## src/rtl/mul_div_unit_pkg.sv

```systemverilog
// Shared definitions for the iterative multiply/divide unit.
//   MDU_WIDTH   : default operand / HI / LO width (register-file data width)
//   mdu_op_e    : operation encodings as driven on the 2-bit op bus
//   mdu_state_e : sequencer states
package mdu_pkg;

  localparam int unsigned MDU_WIDTH = 32;

  typedef enum logic [1:0] {
    MDU_MULT  = 2'b00,
    MDU_MULTU = 2'b01,
    MDU_DIV   = 2'b10,
    MDU_DIVU  = 2'b11
  } mdu_op_e;

  typedef enum logic [1:0] {
    IDLE,
    RUN,
    FIX
  } mdu_state_e;

endpackage

```

## src/rtl/mul_div_unit_if.sv

```systemverilog
// Request/result bundle between the issue stage and the multiply/divide unit.
//   start, op, a, b : request, driven by the issue stage (master)
//   busy, done      : status, driven by the unit (slave)
//   hi, lo          : architectural HI/LO registers, driven by the unit
interface mul_div_unit_if
  import mdu_pkg::*;
#(
  parameter int unsigned WIDTH = MDU_WIDTH
);
  logic             start;
  logic [1:0]       op;
  logic [WIDTH-1:0] a;
  logic [WIDTH-1:0] b;
  logic             busy;
  logic             done;
  logic [WIDTH-1:0] hi;
  logic [WIDTH-1:0] lo;

  modport master (
    output start, op, a, b,
    input  busy, done, hi, lo
  );

  modport slave (
    input  start, op, a, b,
    output busy, done, hi, lo
  );
endinterface

```

## src/rtl/mul_div_unit.sv

```systemverilog
// Iterative MULT/MULTU/DIV/DIVU unit writing the HI/LO registers.
//   clk : rising-edge clock
//   rst : asynchronous, active-high reset
//   bus : slave side of mul_div_unit_if
//         start/op/a/b captured in IDLE; busy = state != IDLE;
//         done pulses one cycle when hi/lo are written (33 cycles after start).
// Signed ops iterate on magnitudes; signs are restored in FIX.
module mul_div_unit
  import mdu_pkg::*;
#(
  parameter int unsigned WIDTH = MDU_WIDTH
) (
  input  logic          clk,
  input  logic          rst,
  mul_div_unit_if.slave bus
);

  localparam int unsigned CNT_W = $clog2(WIDTH) + 1;

  mdu_state_e         state_q;
  mdu_op_e            op_q;
  logic [WIDTH-1:0]   a_q;
  logic [WIDTH-1:0]   bmag_q;
  logic               sgn_a_q;
  logic               sgn_b_q;
  logic [2*WIDTH-1:0] acc_q;
  logic [2*WIDTH-1:0] acc_d;
  logic [CNT_W-1:0]   cnt_q;
  logic               done_q;
  logic [WIDTH-1:0]   hi_q;
  logic [WIDTH-1:0]   lo_q;

  // Request decode (used only when capturing in IDLE)
  logic             req_signed;
  logic             req_sgn_a;
  logic             req_sgn_b;
  logic [WIDTH-1:0] req_amag;
  logic [WIDTH-1:0] req_bmag;

  // Iteration datapath
  logic             is_div;
  logic [WIDTH:0]   mul_sum;
  logic [WIDTH:0]   sh_hi;
  logic [WIDTH+1:0] diff;

  // Sign-correction datapath
  logic [2*WIDTH-1:0] prod;
  logic [WIDTH-1:0]   res_hi;
  logic [WIDTH-1:0]   res_lo;

  always_comb begin
    req_signed = ~bus.op[0];
    req_sgn_a  = req_signed & bus.a[WIDTH-1];
    req_sgn_b  = req_signed & bus.b[WIDTH-1];
    req_amag   = req_sgn_a ? -bus.a : bus.a;
    req_bmag   = req_sgn_b ? -bus.b : bus.b;
  end

  // acc_q holds {partial product, multiplier} for multiply and
  // {partial remainder, dividend/quotient} for divide; both shift one bit per cycle.
  always_comb begin
    is_div  = (op_q == MDU_DIV) || (op_q == MDU_DIVU);
    mul_sum = {1'b0, acc_q[2*WIDTH-1:WIDTH]} + (acc_q[0] ? {1'b0, bmag_q} : '0);
    sh_hi   = {acc_q[2*WIDTH-1:WIDTH], acc_q[WIDTH-1]};
    diff    = {1'b0, sh_hi} - {2'b00, bmag_q};
    acc_d   = acc_q;
    if (is_div) begin
      // Restoring step: the partial remainder is always below the divisor,
      // so the restored value fits back into WIDTH bits.
      if (!diff[WIDTH+1]) begin
        acc_d = {diff[WIDTH-1:0], acc_q[WIDTH-2:0], 1'b1};
      end else begin
        acc_d = {sh_hi[WIDTH-1:0], acc_q[WIDTH-2:0], 1'b0};
      end
    end else begin
      acc_d = {mul_sum, acc_q[WIDTH-1:1]};
    end
  end

  always_comb begin
    prod   = acc_q;
    res_hi = acc_q[2*WIDTH-1:WIDTH];
    res_lo = acc_q[WIDTH-1:0];
    if (!is_div) begin
      if (sgn_a_q ^ sgn_b_q) begin
        prod   = -acc_q;
        res_hi = prod[2*WIDTH-1:WIDTH];
        res_lo = prod[WIDTH-1:0];
      end
    end else if (bmag_q == '0) begin
      // Divide by zero: fixed result independent of sign handling.
      res_lo = '1;
      res_hi = a_q;
    end else begin
      if (sgn_a_q ^ sgn_b_q) res_lo = -acc_q[WIDTH-1:0];
      if (sgn_a_q)           res_hi = -acc_q[2*WIDTH-1:WIDTH];
    end
  end

  always_ff @(posedge clk or posedge rst) begin
    if (rst) begin
      state_q <= IDLE;
      op_q    <= MDU_MULT;
      a_q     <= '0;
      bmag_q  <= '0;
      sgn_a_q <= 1'b0;
      sgn_b_q <= 1'b0;
      acc_q   <= '0;
      cnt_q   <= '0;
      done_q  <= 1'b0;
      hi_q    <= '0;
      lo_q    <= '0;
    end else begin
      done_q <= 1'b0;
      unique case (state_q)
        IDLE: begin
          if (bus.start) begin
            op_q    <= mdu_op_e'(bus.op);
            a_q     <= bus.a;
            bmag_q  <= req_bmag;
            sgn_a_q <= req_sgn_a;
            sgn_b_q <= req_sgn_b;
            acc_q   <= {{WIDTH{1'b0}}, req_amag};
            cnt_q   <= '0;
            state_q <= RUN;
          end
        end
        RUN: begin
          acc_q <= acc_d;
          cnt_q <= cnt_q + 1'b1;
          if (cnt_q == CNT_W'(WIDTH - 1)) state_q <= FIX;
        end
        FIX: begin
          hi_q    <= res_hi;
          lo_q    <= res_lo;
          done_q  <= 1'b1;
          state_q <= IDLE;
        end
        default: state_q <= IDLE;
      endcase
    end
  end

  assign bus.busy = (state_q != IDLE);
  assign bus.done = done_q;
  assign bus.hi   = hi_q;
  assign bus.lo   = lo_q;

endmodule

```

## src/flat_wrapper.sv

```systemverilog
// flat-port wrapper written by rule: the top's interface ports become plain ports
module mul_div_unit_flat import mdu_pkg::*;
#(
  parameter int unsigned WIDTH = MDU_WIDTH
)
  (clk, rst, bus_start, bus_op, bus_a, bus_b, bus_busy, bus_done, bus_hi, bus_lo);
  mul_div_unit_if #(.WIDTH(WIDTH)) bus_i ();
  input  logic clk;
  input  logic rst;
  input wire logic [$bits(bus_i.start)-1:0] bus_start;
  input wire logic [$bits(bus_i.op)-1:0] bus_op;
  input wire logic [$bits(bus_i.a)-1:0] bus_a;
  input wire logic [$bits(bus_i.b)-1:0] bus_b;
  output wire logic [$bits(bus_i.busy)-1:0] bus_busy;
  output wire logic [$bits(bus_i.done)-1:0] bus_done;
  output wire logic [$bits(bus_i.hi)-1:0] bus_hi;
  output wire logic [$bits(bus_i.lo)-1:0] bus_lo;
  assign bus_i.start = bus_start;
  assign bus_i.op = bus_op;
  assign bus_i.a = bus_a;
  assign bus_i.b = bus_b;
  assign bus_busy = bus_i.busy;
  assign bus_done = bus_i.done;
  assign bus_hi = bus_i.hi;
  assign bus_lo = bus_i.lo;
  mul_div_unit #(.WIDTH(WIDTH)) u_core (.clk(clk), .rst(rst), .bus(bus_i));
endmodule
```

## config.mk

```make
export PLATFORM = sky130hd
export DESIGN_NAME = mul_div_unit_flat
export DESIGN_NICKNAME = d
export VERILOG_FILES = /design/src/rtl/mul_div_unit_pkg.sv /design/src/rtl/mul_div_unit_if.sv /design/src/rtl/mul_div_unit.sv /design/src/flat_wrapper.sv
export SDC_FILE = /design/constraint.sdc
export NUM_CORES = 1
export LEC_CHECK = 0
export ABC_AREA = 1
export CAP_MARGIN = 10
export CELL_PAD_IN_SITES_DETAIL_PLACEMENT = 1
export CELL_PAD_IN_SITES_GLOBAL_PLACEMENT = 2
export CORE_ASPECT_RATIO = 1.75
export CORE_UTILIZATION = 29
export DETAILED_ROUTE_END_ITERATION = 6
export GPL_TIMING_DRIVEN = 1
export PLACE_DENSITY_LB_ADDON = 0.1
export SLEW_MARGIN = 20
export SYNTH_ARGS = -nofsm -noshare
export SYNTH_HDL_FRONTEND = slang
export SYNTH_SLANG_ARGS = --single-unit
```

## constraint.sdc

```tcl
create_clock -name clk -period 7.9 [get_ports clk]
set_clock_uncertainty 0.15 [all_clocks]
set_input_delay 2.37 -clock clk [delete_from_list [all_inputs] [get_ports clk]]
set_output_delay 2.37 -clock clk [all_outputs]
set_load 0.05 [all_outputs]
```

* After elaboration in Yosys (flattened, before gate mapping)
Index checks and enable logic that the tools add are counted.
Storage, ports and cells: flip-flop bits (word level) 205, word-level logic and storage cells 59, input bits 69, output and inout bits 66
Cells by class: multiplexer cells 21, add/subtract/negate cells 8, equality and inequality tests 7, bitwise operators 4, reduce and logical (&&, ||, !) cells 8
Operators by type and width (count):
- 2-to-1 mux 32 bit | 11
- 2-to-1 mux 64 bit | 3
- negation 32 bit | 4
- one-hot mux 64 bit (2 select lines) | 1
- negation 64 bit | 1
- subtractor 33 x 32 -> 34 bit | 1
- adder 32 x 33 -> 33 bit | 1
- zero test 32 bit | 1
- one-hot mux 6 bit (2 select lines) | 1
- adder 6 x 1 -> 6 bit (second input constant) | 1
- == test 2 bit (second input constant) | 3
- == test 6 x 5 -> 1 bit (second input constant) | 1
- 2-to-1 mux 6 bit | 1
- AND reduction 2 bit | 3
- 2-to-1 mux 2 bit | 2
- one-hot mux 2 bit (2 select lines) | 1
- nonzero test 2 bit | 2
- AND 1 bit | 2
- == test 2 x 1 -> 1 bit (second input constant) | 1
- zero test 2 bit | 1
- != test 2 x 1 -> 1 bit (second input constant) | 1
- != test 2 bit (second input constant) | 1
- logical OR 1 bit | 1
- 2-to-1 mux 1 bit | 1
- other kinds (2) | 2

* Longest topological paths before layout
depth in word-level cells 5, mapped depth 19, depth with buffers taken out 17

* Least setup slack after synthesis
No wires, ideal clock.
path type in2reg, start point input port bus_a[1], end point register u_core.acc_q[14], buffers on the path 0, stages 13, library setup time 137 ps, slack 3983 ps, arrival time 3630 ps, path through inv_1 > ha_1 > inv_1 > nor3_4 > inv_1 > nor2_1 > inv_1 > nor2_1 > inv_1 > o21ai_0 > nand2_1 > nand3_1 > a22oi_1
On the way: longest elaborated chain between the ends 4
Ends and longest elaborated chain:
- start, declared | line flat_wrapper.sv:12 | input wire logic [$bits(bus_i.a)-1:0] bus_a;
- negation 32 bit | line mul_div_unit.sv:55 | req_amag = req_sgn_a ? -bus.a : bus.a;
- 2-to-1 mux 32 bit | line mul_div_unit.sv:55
- 2-to-1 mux 64 bit | line mul_div_unit.sv:117 | if (bus.start) begin
- one-hot mux 64 bit (2 select lines) | line mul_div_unit.sv:115 | unique case (state_q)
- end signal, assigned | line mul_div_unit.sv:123 | acc_q <= {{WIDTH{1'b0}}, req_amag};
- end, declared | line mul_div_unit.sv:26 | logic [2*WIDTH-1:0] acc_q;
Every way passes these cells. The select of a mux whose other input is x is not followed. A chain may end at the register's enable or synchronous reset.

* Worst setup path in the final report
start point register u_core.state_q[0], end point output port bus_busy
On the way: longest elaborated chain between the ends 1
Ends and longest elaborated chain:
- start, declared | line mul_div_unit.sv:20 | mdu_state_e state_q;
- start signal, assigned | line mul_div_unit.sv:102 | state_q <= IDLE;
- start signal, assigned | line mul_div_unit.sv:125 | state_q <= RUN;
- start signal, assigned | line mul_div_unit.sv:131 | if (cnt_q == CNT_W'(WIDTH - 1)) state_q <= FIX;
- nonzero test 2 bit | line mul_div_unit.sv:144 | assign bus.busy = (state_q != IDLE);
- end, declared | line flat_wrapper.sv:14 | output wire logic [$bits(bus_i.busy)-1:0] bus_busy;
Every way passes these cells.

==> impl_metrics.toml <==
[yosys]
ys_types = 56
ys_seq_area_frac = 0.2675
yosysTopAreaCell = "dfrtp_1"
synth_ff_type = "dfrtp_1"
syn_avg_cell_area_um2 = 6.003
synth_top_area_share = 0.2675
yosys_warnings = 0
yosys-top-cells-count = "nand2_1 (972), inv_1 (431), nor2_1 (338)"
synthCells = 3179
synthTopCellsByArea = "dfrtp_1 (27%), nand2_1 (19%), inv_1 (8.5%)"
ys_ff_latch = 204
synthArstFlopShare = 1.000
synth_edf_count = 0
synthesis.area_um2 = 19080
post-synth-top-count-cell = "nand2_1"
synth.net_count = 3319

[flow_run]
cap_violations = 0

[global_routing]
met1_usage = 0.2857
grt_use_met2 = 0.5978
top_usage_layer = "met2"
grt_max_degree = 125
gr-total-overflow = 0
met3_usage = 0.03331
antenna_found_initial = 3
grt_pass1_vias = 23110
grt_usage = 0.3168
grt_pass1_wl_mm = 153.1

[placed_design]
place_area_um2 = 21170
place_congestion = 0.9443
io_buffers = 134
dp_hpwl_mm = 84.96

[setup_path]
criticalPathCategory = "register to primary output"
cp-start-kind = "register"
critPathArrivalTime_ps = 2060
critPathLaunch = "u_core.state_q[0]"
worstPathRequired_ps = 5380
end_kind = "primary output"
rr_startpoint = "u_core.acc_q[0]"
timing.critical_path.fanout_max = 3

[routing]
vias = 21550
drc = 0
firstDrtPassIters = 5
wl_per_cell_um = 25.73
final_antenna_net_count = 0
totalWireLength_mm = 105.3
via_per_inst = 5.264
drtIter0Drc = 877

[die]
die_w_um = 195.9
pin_count = 135
rows = 124
initial_core_util = 0.2929
die_h_um = 341.4
coreArea_um2 = 65160
die-area_um2 = 66880

[clocking]
cts_buffer_depth = 3
clock-root-buffer = "clkbuf_16"
cts_tree = "done"
htreeDepth = 1
ctsHoldBuffers = 0
worst_skew_pair.late_latency_ps = 590
cts_resized = 0
cts_setup_buffers = 0
numCtsBuffers = 24
cts_num_sinks = 204
clk_pin_slew_ps = 60

[timing]
fmax_mhz = 218.3
tns_ps = 0
setup_viol = 0
slew_headroom = 0.3050
rsz0062_at_grt = "false"
period_share = 0.5800
min_period_ps = 4582
worst_pin_slew_ps = 1043
slew_viol_final = 0
hold_ws_ps = 345.1
hold_viol_final = 0

[pwr]
p_leak_uw = 0.01085
p_total_uw = 11880
irDropWorstVdd_v = 0.0001985
power_density_nw_per_um2 = 539.1

[min_path]
min-delay-start = "u_core.a_q[19]"
hold_path.class = "register to register"

[final_layout]
layout.nets = 3396
areaGrowthSynthToFinish_pct = 15.47
layout-drive-gt1-share = 0.04551
stdcell_area_um2 = 22040
antenna_cells = 0

[outcome]
outcome = "completed"
[sequential cells by signal (all words and copies together) (netlist names)]
signal	flops
u_core.acc_q	64
u_core.a_q	32
u_core.bmag_q	32
u_core.bus.hi	32
u_core.bus.lo	32
u_core.cnt_q	6
u_core.state_q	2
u_core.bus.done	1
u_core.op_q	1
u_core.sgn_a_q	1
u_core.sgn_b_q	1
[worst max-delay path, stage by stage (launching register included)]
cell	delay, ps
dfrtp_1	420
nor2_1	270
inv_1	90
clkdlybuf4s50_1	700
[metrics by stage]
step                      std cells  utilization  setup WS, ps
after global placement         4048       0.3248          2925
after detailed placement       4048       0.3248          2894
final                          4093       0.3382          3318
after floorplan                3179            -          2736
after CTS                      4092       0.3379          3275
after global routing           4093       0.3382          3256
[cells in the final DEF, fill, tap and decap left out, types with 8 or more instances in the layout]
master | synthesis | final
clkbuf_16 | 0 | 24
clkbuf_8 | 0 | 8
inv_2 | 8 | 8
nand2_1 | 972 | 972
ha_1 | 69 | 69
clkdlybuf4s50_1 | 0 | 134
xor2_1 | 80 | 80
o21ai_1 | 12 | 12
o22ai_1 | 11 | 11
a21oi_1 | 175 | 175
nand4_1 | 44 | 44
a31oi_1 | 17 | 17
nand2_2 | 14 | 13
nand3b_1 | 15 | 15
dfrtp_1 | 204 | 203
nor3_1 | 22 | 22
buf_4 | 6 | 23
inv_1 | 431 | 430
nor2_2 | 23 | 24
xnor2_1 | 11 | 11
o21ai_0 | 221 | 221
nor2_1 | 338 | 334
nand3_1 | 322 | 322
[final cells by class]
type	instances	area [um^2]
sequential	204	5109
fill	8515	43130
clock inverter	10	131.4
clock buffer	34	718.2
multi-input combinational	2424	11830
inverter	443	1669
tap	819	1025
timing repair buffer	159	1554
[report_power, final]
part / switching [uW] / total [uW] / leakage (uW) / internal (uW)
Combinational: 5780 / 8180 / 0.00804 / 2400
Sequential: 938 / 2460 / 0.00239 / 1520
Clock: 540 / 1240 / 0.000413 / 704
Total: 7260 / 11900 / 0.0108 / 4620
[per-layer routing]
layer | share of wire | vias up
met5 | 0.00035 | -
met3 | 0.029 | 305
met2 | 0.52 | 511
met4 | 0.12 | 6
met1 | 0.33 | 10430
li1 | - | 10290
[cells by family after synthesis]
logic type | Yosys count | synth area share
fa+ha+maj | 71 | 0.04734
buf+inv | 551 | 0.1141
xor+xnor | 91 | 0.04176
simple gates | 1786 | 0.3966
compound gates | 476 | 0.1327
flops | 204 | 0.2675
[worst paths after layout]
check | slack [ps] | to | depth (start not counted)
worst max-delay path | 3320 | bus_busy | 3
worst min-delay path | 350 | u_core.a_q[19] | 2
worst max register to register | 4060 | u_core.acc_q[59] | 16
worst min register to register | 350 | u_core.a_q[19] | 2
max in group asynchronous | 4340 | u_core.acc_q[35] | 4
min in group asynchronous | 1960 | u_core.acc_q[8] | 2
No activity file was read; power rests on OpenSTA's default activity.
